$ cat src/rtl/instr_encoder_pkg.sv
// Shared opcode/func codes, symbolic instruction selects and FSM state type for the MIPS instruction encoder.
package instr_encoder_pkg;

  localparam logic [5:0] OP_RTYPE = 6'h00;
  localparam logic [5:0] OP_ORI   = 6'h0D;
  localparam logic [5:0] OP_LUI   = 6'h0F;
  localparam logic [5:0] OP_LW    = 6'h23;
  localparam logic [5:0] OP_SW    = 6'h2B;
  localparam logic [5:0] OP_BEQ   = 6'h04;
  localparam logic [5:0] OP_J     = 6'h02;
  localparam logic [5:0] OP_JAL   = 6'h03;

  localparam logic [5:0] FN_ADDU  = 6'h21;
  localparam logic [5:0] FN_SUBU  = 6'h23;
  localparam logic [5:0] FN_JR    = 6'h08;

  localparam logic [31:0] NOP_WORD = 32'h0000_0000;

  typedef enum logic [3:0] {
    SEL_ADDU = 4'd0,
    SEL_SUBU = 4'd1,
    SEL_ORI  = 4'd2,
    SEL_LUI  = 4'd3,
    SEL_LW   = 4'd4,
    SEL_SW   = 4'd5,
    SEL_BEQ  = 4'd6,
    SEL_J    = 4'd7,
    SEL_JAL  = 4'd8,
    SEL_JR   = 4'd9
  } sel_e;

  typedef enum logic {
    S_ACCEPT = 1'b0,
    S_NOP    = 1'b1
  } state_e;

endpackage

$ cat src/rtl/instr_encoder_if.sv
// Symbolic-instruction input and encoded-word output handshakes of the instruction encoder.
interface instr_encoder_if;
  logic        in_valid;
  logic        in_ready;
  logic [3:0]  in_sel;
  logic [4:0]  in_rs;
  logic [4:0]  in_rt;
  logic [4:0]  in_rd;
  logic [15:0] in_imm;
  logic [25:0] in_target;
  logic        out_valid;
  logic        out_ready;
  logic [31:0] out_instr;
  logic [31:0] out_addr;

  modport master (
    output in_valid, in_sel, in_rs, in_rt, in_rd, in_imm, in_target, out_ready,
    input  in_ready, out_valid, out_instr, out_addr
  );

  modport slave (
    input  in_valid, in_sel, in_rs, in_rt, in_rd, in_imm, in_target, out_ready,
    output in_ready, out_valid, out_instr, out_addr
  );
endinterface

$ cat src/rtl/instr_encoder_pack.sv
// Combinational packer: instruction select plus fields -> legal flag, control-transfer flag, 32-bit word.
module instr_pack
  import instr_encoder_pkg::*;
(
  input  logic [3:0]  sel,
  input  logic [4:0]  rs,
  input  logic [4:0]  rt,
  input  logic [4:0]  rd,
  input  logic [15:0] imm,
  input  logic [25:0] target,
  output logic        legal,
  output logic        is_ctrl,
  output logic [31:0] word
);

  // Fields an instruction does not use are driven as zero, never passed through.
  always_comb begin
    legal   = 1'b1;
    is_ctrl = 1'b0;
    word    = '0;
    case (sel)
      SEL_ADDU: word = {OP_RTYPE, rs, rt, rd, 5'd0, FN_ADDU};
      SEL_SUBU: word = {OP_RTYPE, rs, rt, rd, 5'd0, FN_SUBU};
      SEL_ORI:  word = {OP_ORI, rs, rt, imm};
      SEL_LUI:  word = {OP_LUI, 5'd0, rt, imm};
      SEL_LW:   word = {OP_LW, rs, rt, imm};
      SEL_SW:   word = {OP_SW, rs, rt, imm};
      SEL_BEQ: begin
        word    = {OP_BEQ, rs, rt, imm};
        is_ctrl = 1'b1;
      end
      SEL_J: begin
        word    = {OP_J, target};
        is_ctrl = 1'b1;
      end
      SEL_JAL: begin
        word    = {OP_JAL, target};
        is_ctrl = 1'b1;
      end
      SEL_JR: begin
        word    = {OP_RTYPE, rs, 5'd0, 5'd0, 5'd0, FN_JR};
        is_ctrl = 1'b1;
      end
      default: legal = 1'b0;
    endcase
  end

endmodule

$ cat src/rtl/instr_encoder.sv
// Streaming MIPS instruction encoder: one register output stage, word-address counter, err/wrapped flags.
// Optional build macro DELAY_SLOT_NOP_EN appends a NOP word after every control-transfer word.
//
// state    | meaning
// S_ACCEPT | taking symbolic instructions when the output register is free
// S_NOP    | control transfer just loaded; next free slot gets a NOP word
module instr_encoder
  import instr_encoder_pkg::*;
#(
  parameter int          ADDR_W    = 10,
  parameter logic [31:0] BASE_ADDR = 32'h0000_3000
) (
  input  logic            clk,
  input  logic            reset,
  instr_encoder_if.slave  bus,
  output logic            err,
  output logic            wrapped
);

  state_e             state, state_nxt;
  logic [ADDR_W-1:0]  word_index;
  logic [31:0]        out_instr_q;
  logic               out_valid_q;
  logic               in_ready_c;
  logic               load;
  logic [31:0]        load_word;
  logic               pk_legal, pk_ctrl;
  logic [31:0]        pk_word;
  logic               accept, out_fire, slot_free;

  instr_pack u_pack (
    .sel     (bus.in_sel),
    .rs      (bus.in_rs),
    .rt      (bus.in_rt),
    .rd      (bus.in_rd),
    .imm     (bus.in_imm),
    .target  (bus.in_target),
    .legal   (pk_legal),
    .is_ctrl (pk_ctrl),
    .word    (pk_word)
  );

  assign slot_free = !out_valid_q || bus.out_ready;
  assign out_fire  = out_valid_q && bus.out_ready;
  assign accept    = bus.in_valid && in_ready_c;

  always_comb begin
    state_nxt  = state;
    in_ready_c = 1'b0;
    load       = 1'b0;
    load_word  = NOP_WORD;
    case (state)
      S_ACCEPT: begin
        in_ready_c = slot_free;
        if (accept && pk_legal) begin
          load      = 1'b1;
          load_word = pk_word;
`ifdef DELAY_SLOT_NOP_EN
          if (pk_ctrl) state_nxt = S_NOP;
`endif
        end
      end
      S_NOP: begin
        if (slot_free) begin
          load      = 1'b1;
          load_word = NOP_WORD;
          state_nxt = S_ACCEPT;
        end
      end
      default: state_nxt = S_ACCEPT;
    endcase
  end

  always_ff @(posedge clk or negedge reset) begin
    if (!reset) state <= S_ACCEPT;
    else        state <= state_nxt;
  end

  always_ff @(posedge clk or negedge reset) begin
    if (!reset) begin
      out_valid_q <= 1'b0;
      out_instr_q <= '0;
    end else if (load) begin
      out_valid_q <= 1'b1;
      out_instr_q <= load_word;
    end else if (out_fire) begin
      out_valid_q <= 1'b0;
    end
  end

  always_ff @(posedge clk or negedge reset) begin
    if (!reset) begin
      word_index <= '0;
      wrapped    <= 1'b0;
      err        <= 1'b0;
    end else begin
      err <= accept && !pk_legal;
      if (out_fire) begin
        word_index <= word_index + ADDR_W'(1);
        if (word_index == {ADDR_W{1'b1}}) wrapped <= 1'b1;
      end
    end
  end

  // Address follows the index, so it stays put while a word is held.
  assign bus.out_addr  = BASE_ADDR + {{(30-ADDR_W){1'b0}}, word_index, 2'b00};
  assign bus.out_valid = out_valid_q;
  assign bus.out_instr = out_instr_q;
  assign bus.in_ready  = in_ready_c;

  // pk_ctrl only matters when delay-slot NOPs are built in.
  logic unused_ok;
  assign unused_ok = pk_ctrl;

endmodule

$ cat src/flat_wrapper.sv
// flat-port wrapper written by rule: the top's interface ports become plain ports
module instr_encoder_flat import instr_encoder_pkg::*;
#(
  parameter int          ADDR_W    = 10,
  parameter logic [31:0] BASE_ADDR = 32'h0000_3000
)
  (clk, reset, err, wrapped, bus_in_valid, bus_in_sel, bus_in_rs, bus_in_rt, bus_in_rd, bus_in_imm, bus_in_target, bus_out_ready, bus_in_ready, bus_out_valid, bus_out_instr, bus_out_addr);
  instr_encoder_if bus_i ();
  input  logic clk;
  input  logic reset;
  output logic err;
  output logic wrapped;
  input wire logic [$bits(bus_i.in_valid)-1:0] bus_in_valid;
  input wire logic [$bits(bus_i.in_sel)-1:0] bus_in_sel;
  input wire logic [$bits(bus_i.in_rs)-1:0] bus_in_rs;
  input wire logic [$bits(bus_i.in_rt)-1:0] bus_in_rt;
  input wire logic [$bits(bus_i.in_rd)-1:0] bus_in_rd;
  input wire logic [$bits(bus_i.in_imm)-1:0] bus_in_imm;
  input wire logic [$bits(bus_i.in_target)-1:0] bus_in_target;
  input wire logic [$bits(bus_i.out_ready)-1:0] bus_out_ready;
  output wire logic [$bits(bus_i.in_ready)-1:0] bus_in_ready;
  output wire logic [$bits(bus_i.out_valid)-1:0] bus_out_valid;
  output wire logic [$bits(bus_i.out_instr)-1:0] bus_out_instr;
  output wire logic [$bits(bus_i.out_addr)-1:0] bus_out_addr;
  assign bus_i.in_valid = bus_in_valid;
  assign bus_i.in_sel = bus_in_sel;
  assign bus_i.in_rs = bus_in_rs;
  assign bus_i.in_rt = bus_in_rt;
  assign bus_i.in_rd = bus_in_rd;
  assign bus_i.in_imm = bus_in_imm;
  assign bus_i.in_target = bus_in_target;
  assign bus_i.out_ready = bus_out_ready;
  assign bus_in_ready = bus_i.in_ready;
  assign bus_out_valid = bus_i.out_valid;
  assign bus_out_instr = bus_i.out_instr;
  assign bus_out_addr = bus_i.out_addr;
  instr_encoder #(.ADDR_W(ADDR_W), .BASE_ADDR(BASE_ADDR)) u_core (.clk(clk), .reset(reset), .bus(bus_i), .err(err), .wrapped(wrapped));
endmodule
$ cat config.mk
export PLATFORM = sky130hd
export DESIGN_NAME = instr_encoder_flat
export DESIGN_NICKNAME = d
export VERILOG_FILES = /design/src/rtl/instr_encoder_pkg.sv /design/src/rtl/instr_encoder_if.sv /design/src/rtl/instr_encoder_pack.sv /design/src/rtl/instr_encoder.sv /design/src/flat_wrapper.sv
export SDC_FILE = /design/constraint.sdc
export NUM_CORES = 1
export LEC_CHECK = 0
export ABC_AREA = 1
export CAP_MARGIN = 30
export CELL_PAD_IN_SITES_DETAIL_PLACEMENT = 2
export CELL_PAD_IN_SITES_GLOBAL_PLACEMENT = 2
export CORE_UTILIZATION = 22
export DETAILED_ROUTE_END_ITERATION = 6
export PLACE_DENSITY_LB_ADDON = 0.1
export SYNTH_ARGS = -nofsm -noshare
export SYNTH_HDL_FRONTEND = slang
export SYNTH_SLANG_ARGS = --single-unit
$ cat constraint.sdc
create_clock -name clk -period 4 [get_ports clk]
set_clock_uncertainty 0.15 [all_clocks]
set_input_delay 1 -clock clk [delete_from_list [all_inputs] [get_ports clk]]
set_output_delay 1 -clock clk [all_outputs]
set_load 0.01 [all_outputs]
==> flow_summary.json <==
{
  "outcome": "completed",
  "drt-pass1-iter-count": 4,
  "seqCellArea_sq_um": 1130,
  "rsz0062_at_grt": "no",
  "io_buffers": 109,
  "dp_slack_ps": 452,
  "holdWs_ps": 334,
  "p_per_area_nw_per_um2": 394,
  "drive_above_1_share_pct": 5.84,
  "arrival_ps": 2390,
  "wl_um": 8430,
  "core_region_area_sq_um": 11100,
  "fillers": 1307,
  "rrSetupSlack_ps": 2110,
  "wl_per_cell_um": 14.4,
  "yosys.cell_types.count": 24,
  "setup_viol": 0,
  "p_total_mw": 1.51,
  "drt_iter0_drc": 104,
  "dp.final_hpwl_um": 6590,
  "post-cts-setup-buffer-count": 0,
  "final_cell_mix": "nand2_1 (141), clkdlybuf4s50_1 (108), nand3_1 (52)",
  "p_leak_nw": 1.88,
  "drc": 0,
  "gp_congestion": 0.763,
  "slew_viol_final": 0,
  "cts-htree-levels": 2,
  "setup_tns_ps": 0,
  "worstSetupPathType": "in2out",
  "cts.repair.resized": 0,
  "critPathRequiredTime_ps": 2850,
  "synth_area_sq_um": 2560,
  "viasPerCell": 4.28,
  "clock_latency_ps": 280,
  "path_clk_slew_ps": 60,
  "min_period_over_period_pct": 88.6,
  "syn_avg_cell_area_sq_um": 7.56,
  "worstPathMaxFanout": 4,
  "cts_hold_buf": 0,
  "grt_pass1_vias": 2682,
  "irDropWorstVdd_mv": 0.232,
  "cap_violations": 0,
  "crit_path_end_kind": "output port",
  "grt_max_degree": 37,
  "num_io_pins": 133,
  "numCtsBuffers": 5,
  "vias": 2506,
  "hp-class": "reg2reg",
  "synth_warnings": 0,
  "clock_sinks": 45,
  "grt_pass1_wl_um": 13300,
  "layout_commonest_cell": "nand2_1",
  "synth_fa_ha_area_share_pct": 0.489,
  "synth-compound-area-share_pct": 2.50,
  "worst_slew_pin_slew_ps": 681,
  "die_y_um": 110,
  "synth.area.mux_share_pct": 0.441,
  "placementRows": 38,
  "start_kind": "input port",
  "ys_seq_area_share_pct": 44.1,
  "antenna_left": 0,
  "nNetsFinal": 510,
  "cts_root_buf": "clkbuf_16",
  "fmax_mhz": 282,
  "overflow": 0,
  "final.min_clock_period_ps": 3540,
  "grt_antenna_before_repair": 0,
  "clock_path_buffers": 2,
  "die-area_sq_um": 12100,
  "cts_tree": "yes",
  "relSlewSlack_pct": 54.1,
  "synthCells": 338,
  "diodes": 0,
  "grt_usage_pct": 14.5,
  "layout_setup_ws_ps": 457,
  "multi_input_area_sq_um": 1170,
  "syn_to_final_growth_pct": 50.2,
  "die_w_um": 110,
  "hold_viol": 0,
  "synth_top_family_by_area": "simple AND/OR/NAND/NOR gates",
  "ys_ff_latch": 45,
  "initial_utilization_pct": 23.1,
  "synth-xor-area-share_pct": 2.74,
  "synth-simple-area-share_pct": 36.2
}
[final cells by class]
cell class	count	area share (%)
clock buffer	6	3.36
clock inverter	2	1.01
inverter	19	1.86
multi-input combinational	260	30.5
sequential	45	29.3
tap	140	4.56
timing repair buffer	113	29.4
[metrics by stage]
stage	util [%]	instances	area [sq um]
4_1_cts	34.7	585	3840
5_1_grt	34.7	585	3840
3_5_place_dp	33.1	577	3670
3_3_place_gp	33.0	576	3650
6_report	34.7	585	3840
2_1_floorplan	-	359	2640
[registers in the layout, summed over array words and instances, names as in the netlist]
signal	flops
u_core.bus.out_valid	1
u_core.word_index	10
u_core.err	1
u_core.bus.out_instr	31
u_core.wrapped	1
u_core.state	1
[critical path, cell delays in order]
cell	delay, ps
clkdlybuf4s50_1	540
inv_2	70
a21oi_4	200
clkdlybuf4s50_1	570
[worst paths after layout]
| check | from | endpoint | cells past startpoint |
|---|---|---|---|
| setup / recovery | bus_out_ready | bus_in_ready | 4 |
| hold / removal | u_core.wrapped | u_core.wrapped | 1 |
| setup reg to reg | u_core.bus.out_valid | u_core.bus.out_instr[1] | 5 |
| hold reg to reg | u_core.wrapped | u_core.wrapped | 1 |
| max in group asynchronous | reset | u_core.bus.out_instr[26] | 2 |
| min in group asynchronous | reset | u_core.bus.out_instr[7] | 1 |
[cell families (layout without fill, tap and decap cells)]
group                    after synthesis  in the layout
buffers and inverters                 54            140
other                                  2             23
flip-flops                            45             45
XOR/XNOR                               8              8
AO/OA/AOI/OAI                         10             10
AND/OR/NAND/NOR                      217            217
multiplexers                           1              1
adder cells (fa/ha/maj)                1              1
[per-layer routing]
| layer | wire length, um | track usage [%] | vias to the layer above |
|---|---|---|---|
| met5 | 0 | 0 | - |
| met4 | 54 | 2.86 | 0 |
| met3 | 350 | 2.07 | 2 |
| met2 | 4460 | 27.3 | 67 |
| met1 | 3560 | 17.2 | 1210 |
| li1 | - | - | 1227 |
[synth_stat cells]
cell type	count	area share (%)
a21oi_4	1	0.64
buf_1	3	0.44
buf_2	1	0.20
buf_4	26	7.6
buf_6	5	2.2
conb_1	2	0.29
dfrtp_1	45	44
ha_1	1	0.49
inv_1	15	2.2
inv_2	4	0.59
mux2_2	1	0.44
nand2_1	141	21
nand2_2	4	0.98
nand3_1	52	10
nand3_2	2	0.78
nand3b_4	1	0.78
nand4_1	1	0.24
nor2_1	13	1.9
nor2_2	1	0.24
nor3_1	2	0.39
o21ai_0	8	1.6
o21bai_1	1	0.29
xnor2_1	5	1.7
xor2_1	3	1.0
[power breakdown]
part	total (mW)	internal (mW)	leakage (nW)	switching, mW
Clock	0.470	0.296	0.0810	0.174
Combinational	0.452	0.250	1.21	0.202
Sequential	0.589	0.531	0.584	0.0585
Total	1.51	1.08	1.88	0.434
(Power assumes the default switching activity.)
